<file path="src/rtl/fe_stream_merger.sv">
// fe_stream_merger
// Merges the per-front-end FWFT FIFO streams into a single word stream for the
// TCP TX buffer. Channels are served round-robin with bounded bursts. The output
// is a single register stage. Everything is clocked on BUS_CLK with a synchronous reset.

module fe_stream_merger #(
    parameter int N_CH      = 4,
    parameter int DSIZE     = 32,
    parameter int MAX_BURST = 16
) (
    input  logic                    BUS_CLK,
    input  logic                    BUS_RST,
    input  logic [N_CH-1:0]         CH_EN,
    input  logic [N_CH-1:0]         FIFO_EMPTY,
    input  logic [N_CH*DSIZE-1:0]   FIFO_DATA,
    output logic [N_CH-1:0]         FIFO_READ,
    input  logic                    OUT_READY,
    output logic                    OUT_WRITE,
    output logic [DSIZE-1:0]        OUT_DATA,
    output logic [N_CH-1:0]         GRANT,
    output logic [31:0]             WORD_CNT
);

    localparam int IW = (N_CH > 1) ? $clog2(N_CH) : 1;
    localparam int BW = $clog2(MAX_BURST + 1);
    localparam logic [BW-1:0] MAX_B = BW'(MAX_BURST);

    typedef enum logic {
        IDLE,
        BURST
    } state_t;

    state_t            state;
    logic [IW-1:0]     last;
    logic [BW-1:0]     burst_cnt;

    logic [N_CH-1:0]   req;
    logic [IW-1:0]     sel;
    logic              sel_found;
    logic [IW-1:0]     rr_cand;
    logic [N_CH-1:0]   sel_onehot;

    logic              load_ok;
    logic              grant_empty;
    logic              grant_en;
    logic [DSIZE-1:0]  grant_data;
    logic              pop;
    logic              burst_full;
    logic              burst_exit;

    // Round-robin search: the first requesting channel after the last one granted wins
    always_comb begin
        req       = CH_EN & ~FIFO_EMPTY;
        sel       = '0;
        sel_found = 1'b0;
        rr_cand   = '0;
        for (int k = 1; k <= N_CH; k++) begin
            rr_cand = IW'((int'(last) + k) % N_CH);
            if (!sel_found && req[rr_cand]) begin
                sel       = rr_cand;
                sel_found = 1'b1;
            end
        end
        sel_onehot = N_CH'(1) << sel;
    end

    // Pop decision for the granted channel; the output register must be free next cycle
    always_comb begin
        load_ok     = !OUT_WRITE || OUT_READY;
        grant_empty = FIFO_EMPTY[last];
        grant_en    = CH_EN[last];
        grant_data  = FIFO_DATA[int'(last)*DSIZE +: DSIZE];
        pop         = (state == BURST) && !BUS_RST && load_ok && !grant_empty
                      && grant_en && (burst_cnt < MAX_B);
        burst_full  = pop && ((burst_cnt + BW'(1)) == MAX_B);
        burst_exit  = grant_empty || !grant_en || (burst_cnt >= MAX_B) || burst_full;
        FIFO_READ   = pop ? GRANT : '0;
    end

    // Arbitration FSM, output register and transfer counter
    always_ff @(posedge BUS_CLK) begin
        if (BUS_RST) begin
            state     <= IDLE;
            last      <= IW'(N_CH - 1);
            burst_cnt <= '0;
            GRANT     <= '0;
            OUT_WRITE <= 1'b0;
            OUT_DATA  <= '0;
            WORD_CNT  <= '0;
        end else begin
            if (OUT_WRITE && OUT_READY) begin
                WORD_CNT <= WORD_CNT + 32'd1;
            end

            if (pop) begin
                OUT_DATA  <= grant_data;
                OUT_WRITE <= 1'b1;
            end else if (OUT_READY) begin
                OUT_WRITE <= 1'b0;
            end

            case (state)
                IDLE: begin
                    if (sel_found) begin
                        GRANT     <= sel_onehot;
                        last      <= sel;
                        burst_cnt <= '0;
                        state     <= BURST;
                    end
                end
                BURST: begin
                    if (pop) begin
                        burst_cnt <= burst_cnt + BW'(1);
                    end
                    if (burst_exit) begin
                        GRANT <= '0;
                        state <= IDLE;
                    end
                end
                default: begin
                    GRANT <= '0;
                    state <= IDLE;
                end
            endcase
        end
    end

endmodule

</file>
<file path="config.mk">
export PLATFORM = sky130hd
export DESIGN_NAME = fe_stream_merger
export DESIGN_NICKNAME = d
export VERILOG_FILES = /design/src/rtl/fe_stream_merger.sv
export SDC_FILE = /design/constraint.sdc
export NUM_CORES = 1
export LEC_CHECK = 0
export CORE_MARGIN = 10
export CORE_UTILIZATION = 65
export CTS_BUF_LIST = sky130_fd_sc_hd__clkbuf_8
export CTS_CLUSTER_DIAMETER = 120
export DETAILED_ROUTE_END_ITERATION = 8
export DONT_BUFFER_PORTS = 1
export GPL_ROUTABILITY_DRIVEN = 0
export GPL_TIMING_DRIVEN = 0
export PLACE_DENSITY = 0.81
export REMOVE_ABC_BUFFERS = 1
export SYNTH_ARGS = -nofsm -noshare
export SYNTH_HDL_FRONTEND = slang
export SYNTH_SLANG_ARGS = --single-unit
</file>
<file path="constraint.sdc">
create_clock -name BUS_CLK -period 2.5 [get_ports BUS_CLK]
set_input_delay 0.5 -clock BUS_CLK [delete_from_list [all_inputs] [get_ports BUS_CLK]]
set_output_delay 0.5 -clock BUS_CLK [all_outputs]
set_load 0.01 [all_outputs]
</file>
* Word-level counts from Yosys, hierarchy flattened
Cells that the tools add are included.
** Operators by class
- Add/subtract/negate cells :: 6
- $lt $le $gt $ge :: 7
- Equal/unequal tests :: 4
- Shifts and indexed selects :: 2
- Muxes and demuxes :: 32
- Bitwise gates (word level) :: 3
- Reductions and logical operators :: 25
** Operators by type and width (count)
- 128-bit by 8-bit indexed part select with 32-bit output :: 1
- 32-bit by 1-bit adder with 32-bit output, second input constant :: 1
- 2-bit by 3-bit less-than comparator with 1-bit output, second input constant :: 5
- 1-bit 2-to-1 mux :: 14
- 1-bit binary-select mux with 2-bit select :: 6
- 4-bit 2-to-1 mux :: 3
- 1-bit logical AND :: 10
- 5-bit 2-to-1 mux :: 2
- 5-bit one-hot mux with 2 select lines :: 1
- 2-bit 2-to-1 mux :: 4
- 4-bit one-hot mux with 2 select lines :: 1
- 1-bit logical NOT :: 7
- 2-bit AND reduction :: 3
- 5-bit by 1-bit adder with 5-bit output, second input constant :: 1
- 5-bit equality test, second input constant :: 1
- 5-bit greater-or-equal comparator, second input constant :: 1
- 5-bit less-than comparator, second input constant :: 1
- 2-bit by 1-bit adder with 2-bit output, second input constant :: 2
- 2-bit adder, second input constant :: 2
- 4-bit bitwise AND :: 1
- 1-bit logical OR :: 4
- 2-bit by 1-bit != test with 1-bit output, second input constant :: 2
- 4-bit NOT :: 1
- 1-bit by 2-bit left shift with 4-bit output, first input constant :: 1
- 4 further kinds :: 4
** Storage, ports and cells
- Flip-flop bits (word level) :: 77
- Input port bits :: 139
- Output and inout port bits :: 73
- Word-level logic and storage cells :: 86

* Logic depth before layout (Yosys ltp)
- Depth in word-level cells :: 17
- Gate-level depth with buffers :: 7
- Depth with buffers taken out :: 6

* Worst setup path after synthesis
OpenSTA, ideal clock, no wires.
- Kind :: input -> output
- Start point :: input CH_EN[2]
- End point :: output FIFO_READ[0]
- Arrival :: 1.617 ns
- Required time :: 2.000 ns
- Setup slack :: 0.383 ns
- Cell stages on the path :: 5
- Buffers on the path :: 1
- Cell sequence :: nor2b_1 > mux4_2 > nor4b_2 > buf_4 > and2_1
** Between the ends
- Word-level cells in the longest chain between the ends :: 5
** RTL lines
- start, declared :: RTL line 13 : input logic [N_CH-1:0] CH_EN,
- 1-bit binary-select mux with 2-bit select :: RTL line 71 : grant_en = CH_EN[last];
- 1-bit 2-to-1 mux (not written as such) :: RTL line 71
- 1-bit logical AND (2 in series) :: RTL line 74 : && grant_en && (burst_cnt < MAX_B);
- 4-bit 2-to-1 mux :: RTL line 77 : FIFO_READ = pop ? GRANT : '0;
- end, declared :: RTL line 16 : output logic [N_CH-1:0] FIFO_READ,
Every way passes these cells. The select of a mux whose other input is x is not followed.

* Worst setup path after layout
- Start point :: register last[0]
- End point :: output FIFO_READ[0]
** Between the ends
- Word-level cells in the longest chain between the ends :: 7
- Elaborated cells between the ends (all ways) :: 9
- Classes of those cells :: mux (5); reduce/logical (4)
** RTL lines
- start, declared :: RTL line 34 : logic [IW-1:0] last;
- start signal, assigned :: RTL line 84 : last <= IW'(N_CH - 1);
- start signal, assigned :: RTL line 106 : last <= sel;
- 1-bit binary-select mux with 2-bit select :: RTL line 70 : grant_empty = FIFO_EMPTY[last];
- 1-bit 2-to-1 mux (not written as such) :: RTL line 70
- 1-bit logical NOT :: RTL line 73 : pop = (state == BURST) && !BUS_RST && load_ok && !grant_empty
- 1-bit logical AND :: RTL line 73
- 1-bit logical AND * (2 in series) :: RTL line 74
- 4-bit 2-to-1 mux * :: RTL line 77
Mark *: on every way between the ends. The rest lies on a longest branch, timed or not. The select of a mux whose other input is x is not followed.

==> impl_results.md <==
- Status: complete, no violations
- Launching point of the worst reg2reg path: last[1]
- Synthesized cell area: 3980 um2
- Critical Path Start Type: flop
- Clock Path Buffers: 2
- Buffers on Ports: 0
- Worst hold-check path type: primary input to flop
- Crit path cell chain: buf_12 -> inv_2 -> mux4_2 -> nor4b_4 -> buf_6 -> and2_1
- Cells on worst reg2reg path: 5
- GRT Total Usage: 0.231
- Core ar.: 5920 um2
- Hold Crit Depth: 1
- CP Capture Type: output pin
- Remaining DRCs: 0
- DIE AREA: 9650 um2
- Pleak: 1.52 nW
- WS Path Type: flop to output pin
- Clock latency on the worst-skew pair: 0.35 ns
- Crit-path max FO: 16
- Fin crit share: 0.975
- Vias: 3077
- Antenna violations before repair: 3
- Vias in the first global route: 3209
- Final core occ: 0.726
- Finished Cell Area: 4300 um2
- Vias per cell: 6.23
- RSZ-0062 raised after global routing: no
- Clk slew on worst S/H paths: 0.08 ns
- CP bufs+invs: 3
- CTS tree: yes
- Largest net degree at the start of global routing: 78
- Number of DRC markers in iteration 0: 171
- CP Depth: 6
- Dpl cell area: 3980 um2
- Measured slew at the worst slew-check pin: 0.767 ns
- Hold endpoint: WORD_CNT[1]
- CTS buffer count: 9
- ANT nets after route: 0
- EDFF count, synth: 0
- Yosys Warn Count: 0
- Register area share after synthesis: 0.388
- Async SR Flop Fraction: 0
- Synth cell types: 41
- Dpl cells: 468
- 1st-pass router iterations: 4
- Syn Area/Cell: 9.52 um2
- CTS HTree Levels: 3
- Layout cells sized above 1: 0.159
- Delay-heaviest family, CP: multiplexers
- CTS root buffer: clkbuf_8
- WP data required: 2.00 ns
- Synth Flop Type: dfxtp_1
- GR Overflow Total: 0
- Power Density: 623 nW/um2
- Minimum clock period: 2.44 ns
- Worst Path Arrival: 1.94 ns
- First-pass GRT wire length: 17800 um
- Area grow syn2layout: 8.08%
- Max-slew headroom: 0.486
- Worst path max stage delay: 0.54 ns
- # rows: 28
- Dpl hpwl: 8970 um
- Max Fclk: 410 MHz
- Count of non-filler cells in the finished layout: 494
- Maximum vdd drop: 342 uV
- Hold WS: 0.208 ns
- Cells after Synth: 418
- WL/cell: 23.3 um
- Final net count: 552
- Slowest CP cell: mux4_2
- Clock tree sinks: 77
- Pins Over Slew Limit: 0
- Fin. Hold Viols: 0
- Hold path start: BUS_RST
- Final WL: 11500 um
- Initial Util: 0.672
- Synthesized flop and latch total: 77
- Die W: 98.2 um
- Worst Clk Skew: 0.0137 ns
- Pre-CTS WS: -0.786 ns
- R2R setup slack: 0.35 ns
- Final setup vio count: 0
- Crit Reg-Reg Endpoint: burst_cnt[3]
- Chip height: 98.2 um
- Max_cap viols: 0
- Post-layout worst setup margin: 0.0615 ns
- Ports: 212
-- cells in the final DEF (no fill, tap or decap), drive strengths merged, types with 2 or more instances in the layout --
master   netlist  final
clkbuf        12     10
and3           7      7
diode          0      4
nor3           4      4
ha             3      3
nand4         12     12
nor2          37     37
o21ai          2      2
and2           7      7
mux4          33     33
and4           5      5
a32o           2      2
nand2         79     79
o2bb2ai        2      2
buf           16      7
o22ai          2      2
o31ai          2      2
inv            3      4
dfxtp         77     77
or3            3      3
nand3         20     20
clkinv         0      4
a21oi         37     37
nor2b          4      4
nand2b         7      7
bufinv         0      2
xor2          23     23
xnor2          7      7
-- final cells by class --
class / instances / area, um2
multi-input combinational: 310 / 2290
fill: 433 / 1620
sequential: 77 / 1550
timing repair buffer: 9 / 129
clock buffer: 9 / 124
tap: 75 / 93.8
clock inverter: 7 / 91.3
inverter: 3 / 11.3
antenna: 4 / 10.0
-- cell usage after synthesis (all sizes together) (2+ instances only) --
library cell | n | area, um2
and4 | 5 | 43.8
nand2 | 79 | 297
nor3 | 4 | 20.0
nor2b | 4 | 25.0
inv | 3 | 11.3
o22ai | 2 | 12.5
a32o | 2 | 20.0
and3 | 7 | 43.8
nand4 | 12 | 75.1
o31ai | 2 | 15.0
ha | 3 | 37.5
and2 | 7 | 43.8
a21oi | 37 | 185
xor2 | 23 | 201
dfxtp | 77 | 1540
nor2 | 37 | 139
nand2b | 7 | 43.8
nand3 | 20 | 100
xnor2 | 7 | 61.3
o2bb2ai | 2 | 17.5
buf | 16 | 116
clkbuf | 12 | 45.0
or3 | 3 | 18.8
mux4 | 33 | 743
o21ai | 2 | 10.0
-- cells by family (layout without fill, tap and decap cells) --
group	count (synthesis)	in the layout	share of synthesized area
adders and majority gates	3	3	0.00944
xor gates and xnor gates	30	30	0.0661
DFF	77	77	0.388
AOI/OAI and AO/OA	53	53	0.0780
and+or+nand+nor	190	190	0.226
other	0	4	0
buffers and inverters	31	28	0.0434
muxes	34	34	0.189
-- worst max path at each step --
stage             from      endpoint
2_1_floorplan  last[0]  FIFO_READ[0]
3_3_place_gp   last[0]  FIFO_READ[2]
3_5_place_dp   last[1]  burst_cnt[3]
4_1_cts        last[0]  FIFO_READ[1]
5_1_grt        last[0]  FIFO_READ[2]
6_report       last[0]  FIFO_READ[0]
-- report_power, final --
part / leakage (nW) / internal (mW) / switching [mW]
sequential: 0.622 / 1.25 / 0.0617
combinational: 0.779 / 0.218 / 0.131
clock: 0.114 / 0.558 / 0.454
total: 1.52 / 2.03 / 0.646
-- metal layers --
metal,GRT usage,vias to the layer above,share of wire
li1,-,1477,-
met1,0.225,1422,0.34
met2,0.408,166,0.53
met3,0.120,12,0.12
met4,0.0816,0,0.011
met5,0,-,0
-- registers in the layout (all words and copies together) (netlist names) --
| signal | count |
|---|---|
| WORD_CNT | 32 |
| OUT_DATA | 32 |
| burst_cnt | 5 |
| last | 2 |
| OUT_WRITE | 1 |
| GRANT | 4 |
| state | 1 |
-- metrics by stage --
| step | power [mW] | TNS (ns) |
|---|---|---|
| final | 2.68 | 0 |
| after detailed placement | 1.67 | -23.67 |
| after global placement | 1.65 | -106.86 |
| after floorplan | 1.60 | -58.33 |
| after CTS | 2.69 | 0 |
| after global routing | 2.78 | 0 |
-- what timing repair did --
item                       CTS  global route
buffers inserted             4             0
hold buffers                 0             0
resized for setup            4             3
hold endpoints to repair     0             0
setup endpoints to repair   45            12
gates cloned                 1             0
(Power assumes the default switching activity.)
